[src/rtl/serial_denorm8.sv]
// serial_denorm8 -- bit-serial right shifter used to denormalize an 8-bit
// mantissa. It shifts one bit per clock and collects a sticky bit from every
// 1 shifted out of the LSB. Shift counts above 8 saturate to 8.
//
// Ports
//   clk     rising-edge clock
//   rst_n   asynchronous active-low reset
//   start   request, taken on an edge only while ready=1
//   m_in    operand, sampled at the accepting edge
//   sh_in   right-shift count 0..15, sampled at the accepting edge
//   ready   high in IDLE and DONE (a start is accepted on the next edge)
//   done    one-cycle pulse, high while in DONE
//   m_out   shifted result (the working data register)
//   sticky  OR of every bit shifted out (the working sticky register)
//
// state | meaning
// ------+-----------------------------------------------------------
// IDLE  | waiting for start; outputs hold the last result
// SHIFT | one right shift per edge; count reaches zero on the last one
// DONE  | result valid, done=1; a start here begins the next operation
module serial_denorm8 (
  input  logic       clk,
  input  logic       rst_n,
  input  logic       start,
  input  logic [7:0] m_in,
  input  logic [3:0] sh_in,
  output logic       ready,
  output logic       done,
  output logic [7:0] m_out,
  output logic       sticky
);

  typedef enum logic [1:0] {
    IDLE  = 2'd0,
    SHIFT = 2'd1,
    DONE  = 2'd2
  } state_t;

  state_t     state;
  state_t     state_nxt;
  logic [7:0] data_r;
  logic [3:0] cnt_r;
  logic       sticky_r;
  logic [3:0] sh_sat;
  logic       accept;

  // Beyond 8 shifts every operand bit is already gone, so 8 is enough.
  assign sh_sat = (sh_in > 4'd8) ? 4'd8 : sh_in;
  assign accept = start && ready;

  always_ff @(posedge clk or negedge rst_n) begin
    if (!rst_n) begin
      state <= IDLE;
    end else begin
      state <= state_nxt;
    end
  end

  always_comb begin
    state_nxt = state;
    ready     = 1'b1;
    done      = 1'b0;
    case (state)
      IDLE: begin
        if (accept) state_nxt = (sh_sat == 4'd0) ? DONE : SHIFT;
      end
      SHIFT: begin
        ready = 1'b0;
        // <= rather than == so a corrupted zero count cannot hang the FSM.
        if (cnt_r <= 4'd1) state_nxt = DONE;
      end
      DONE: begin
        done = 1'b1;
        if (accept) state_nxt = (sh_sat == 4'd0) ? DONE : SHIFT;
        else        state_nxt = IDLE;
      end
      default: begin
        state_nxt = IDLE;
      end
    endcase
  end

  always_ff @(posedge clk or negedge rst_n) begin
    if (!rst_n) begin
      data_r   <= 8'h00;
      cnt_r    <= 4'd0;
      sticky_r <= 1'b0;
    end else if (accept) begin
      data_r   <= m_in;
      cnt_r    <= sh_sat;
      sticky_r <= 1'b0;
    end else if (state == SHIFT) begin
      data_r   <= {1'b0, data_r[7:1]};
      cnt_r    <= cnt_r - 4'd1;
      sticky_r <= sticky_r | data_r[0];
    end
  end

  assign m_out  = data_r;
  assign sticky = sticky_r;

endmodule
[config.mk]
export PLATFORM = sky130hd
export DESIGN_NAME = serial_denorm8
export DESIGN_NICKNAME = d
export VERILOG_FILES = /design/src/rtl/serial_denorm8.sv
export SDC_FILE = /design/constraint.sdc
export NUM_CORES = 1
export LEC_CHECK = 0
export BUFFER_PORTS_ARGS = -buffer_cell sky130_fd_sc_hd__clkbuf_2
export CAP_MARGIN = 15
export CORE_MARGIN = 5
export CORE_UTILIZATION = 51
export DETAILED_ROUTE_END_ITERATION = 6
export MAX_ROUTING_LAYER = met4
export PLACE_DENSITY_LB_ADDON = 0.3
export SKIP_LAST_GASP = 1
export SYNTH_ARGS = -nofsm -noshare
export SYNTH_HDL_FRONTEND = slang
export SYNTH_SLANG_ARGS = --single-unit
[constraint.sdc]
create_clock -name clk -period 3.81 [get_ports clk]
set_input_delay 0.9525 -clock clk [delete_from_list [all_inputs] [get_ports clk]]
set_output_delay 0.9525 -clock clk [all_outputs]
set_load 0.03 [all_outputs]
==> key figures <==
Critical path
  – Slowest-stage cell, CP: and2b_1
  – R2R depth: 4
  – CP cell instances: and2b_1 > inv_2 > clkbuf_2
  – R2r setup slk: 2.03 ns
  – Worst r2r src: state[1]$_DFFE_PN0P_
  – Data arrival, critical path: 1.69 ns
  – WP buf/inv: 2
  – CP delay by family, top: simple AND/OR/NAND/NOR gates
  – Startpoint Class: flip-flop
  – Kind of critical path: reg -> out
  – CP max stage delay: 0.68 ns
  – Reg2Reg Capture Point: cnt_r[3]$_DFFE_PN0P_
  – Critical path required time: 2.86 ns
  – Critical Path Sink Type: output pin
  – Worst-path fanout max: 25
  – Critical Path Start: state[1]$_DFFE_PN0P_

Detailed routing
  – Iteration-0 DRC Markers: 6
  – Via density: 5.43
  – Residual DRC: 0
  – Via count: 625
  – First-pass iteration count of the detailed router: 4
  – Routed WL: 1.60 mm
  – Routed WL per cell: 13.9 um
  – Final antenna-violating net count: 0

Worst hold path
  – Hold path endpoint: sticky$_DFFE_PN0P_
  – Hold Crit Class: reg -> reg
  – Hold Path Origin: sticky$_DFFE_PN0P_
  – Hold-critical path depth: 1

Global routing
  – Vias in the first global route: 641
  – First-pass GRT wire length: 2.79 mm
  – GR Util All Layers: 14.7%
  – Pin count of the biggest net entering global routing: 26
  – Gr ovfl total: 0
  – Initial antenna violation count: 0

STA
  – Worst Skew: 0.000772 ns
  – Slew @ Worst Pin: 0.739 ns
  – Slew Limit Fails: 0
  – Final min period: 2.65 ns
  – Setup Viol. Count Final: 0
  – Setup TNS: 0 ns
  – Max Freq: 0.378 GHz
  – Max_slew headroom: 50.7%
  – RSZ-0062 raised after global routing: false
  – Final Hold Viols: 0
  – Crit share post-route: 69.4%

Final layout
  – Filler instances: 114
  – Fin cells: 115
  – Inserted Diodes: 0
  – Layout Nets: 117
  – Share of post-route cells with drive strength above 1: 29.3%
  – Synthesis-to-finish area growth: 18.6%

Logic synthesis
  – Mux contribution to synthesized area: 10.5%
  – Largest family of logic cells by synthesized area: compound AO/OA/AOI/OAI gates
  – Cell area after synthesis: 761 um2
  – Syn_area_per_cell: 10.1 um2
  – Cell variety after synth: 24
  – Cells after Synth: 75
  – Syn_nets: 92
  – Sequential area share after synthesis: 49.3%
  – Top_reg_cell synth: dfrtp_1
  – Yosys warnings: 0
  – Post-Synth Simple-Gate Area: 13.3%
  – Number of synthesized flops with an enable pin: 0
  – Post-synthesis compound-gate area fraction: 16.0%
  – Adder-cell area share of the yosys netlist: 3.29%
  – XOR/XNOR share of the synthesized area: 1.15%
  – Synth Register Bits: 15
  – Asr flop ratio synth: 100%

Pwr
  – Pleak: 0.458 nW
  – Worst vdd ir: 0.418 mV
  – Internal power: 0.000417 W
  – Seq pwr share: 38.0%
  – Pwr Density: 872 nW/um2
  – Sw frac: 47.0%
  – Clk pwr share: 11.2%
  – Part of the power in combinational logic: 50.8%
  – Net Sw Power: 0.000370 W

Clocking
  – CTS H-tree lvls: 1
  – Clk sinks: 15
  – CTS Buffer Depth: 2
  – Root Buffer: clkbuf_4
  – Number of buffers created by CTS: 3
  – Setup bufs post-CTS: 0
  – Clk_lat worst skew: 0.27 ns
  – Clk pin slew, worst setup/hold paths: 0.09 ns
  – CTS Hold Buffers Added: 0
  – CTS-repair resized insts: 0
  – CTS tree: built

Die
  – Placeable Area: 1450 um2
  – Die Y: 48.6 um
  – Initial Util: 52.3%
  – DIE WIDTH: 48.6 um
  – Num ports: 26
  – Die Area: 2360 um2
  – Cell row count: 14

Placement
  – Gpl congestion: 0.824
  – IO Port Bufs: 25
  – Cells after DPL: 111
  – DP HPWL: 1.20 mm

Job
  – Max cap viols: 0

Run status
  – Status: finished clean
## cell families (layout without fill, tap and decap cells)
| group | after synthesis | after routing |
|---|---|---|
| xor gates and xnor gates | 1 | 1 |
| buffers and inverters | 10 | 34 |
| and+or+nand+nor | 21 | 21 |
| adders and majority gates | 2 | 2 |
| DFF | 15 | 15 |
| muxes | 8 | 8 |
| AOI/OAI and AO/OA | 18 | 18 |
## worst max-delay path by stage
stage               cells past startpoint  slack (ns)  endpoint
floorplan                               1        2.02      done
global placement                        3        1.53     ready
detailed placement                      3        1.47     ready
CTS                                     3        1.16     ready
global route                            3        1.01     ready
finish                                  3        1.16     ready
## power by group through the flow
stage          sequential, W  combinational (W)   clock, W
2_1_floorplan       0.000373           0.000236          0
3_3_place_gp        0.000297           0.000394          0
3_5_place_dp        0.000301           0.000402          0
4_1_cts             0.000298           0.000403  0.0000895
5_1_grt             0.000310           0.000441  0.0000981
6_report            0.000299           0.000400  0.0000881
## cell type report
class,instances,area (um2),area share (%)
multi-input cells,50,337,37.3
flip-flops and latches,15,375,41.6
well taps,16,20.0,2.22
clock buffers,4,26.3,2.91
repair buffers,25,125,13.9
inverters,5,18.8,2.08
## cell usage after synthesis, types with 3 or more instances
| cell | n | area [um2] |
|---|---|---|
| dfrtp_1 | 15 | 375 |
| nand2_1 | 10 | 37.5 |
| mux2i_1 | 8 | 80.1 |
| o21ai_0 | 5 | 25.0 |
| inv_1 | 4 | 15.0 |
| nor2b_1 | 4 | 25.0 |
| a21oi_1 | 3 | 15.0 |
| a311oi_1 | 3 | 26.3 |
| buf_2 | 3 | 15.0 |
## through the flow
| stage | utilization (%) | power, W | hold WS (ns) | setup slack (ns) | instance area (um2) |
|---|---|---|---|---|---|
| finish | 62.0 | 0.000786 | 0.502 | 1.16 | 902 |
| global route | 62.0 | 0.000849 | 0.535 | 1.01 | 902 |
| CTS | 62.0 | 0.000791 | 0.510 | 1.16 | 902 |
| detailed placement | 60.2 | 0.000703 | 0.490 | 1.47 | 876 |
| global placement | 60.2 | 0.000691 | 0.488 | 1.53 | 876 |
| floorplan | - | 0.000609 | 0.465 | 2.02 | 761 |
## routing by layer
layer / GRT usage, % / vias to the layer above / part of all wire [%] / wire [um]
li1: - / 310 / - / -
met5: - / - / 0 / 0
met3: 4.29 / 2 / 4.6 / 74
met4: 4.04 / 0 / 0.44 / 7
met1: 17.8 / 299 / 47 / 749
met2: 23.7 / 14 / 48 / 765
## cell usage in the layout (no fill, tap or decap), drive strengths merged
cell      n
o32ai     1
xnor2     1
inv       5
a311oi    3
o2bb2ai   1
o21ai     7
mux2i     8
nor4      1
a22o      1
clkbuf   29
nor2      2
nor3b     1
dfrtp    15
ha        2
and2b     1
a32o      1
nand2    10
a31o      1
nor3      2
nor2b     4
a21oi     3
## sequential cells by signal (all words and copies together) (netlist names)
signal and cells:
cnt_r 4, state 2, m_out 8, sticky 1
(Power assumes the default switching activity.)
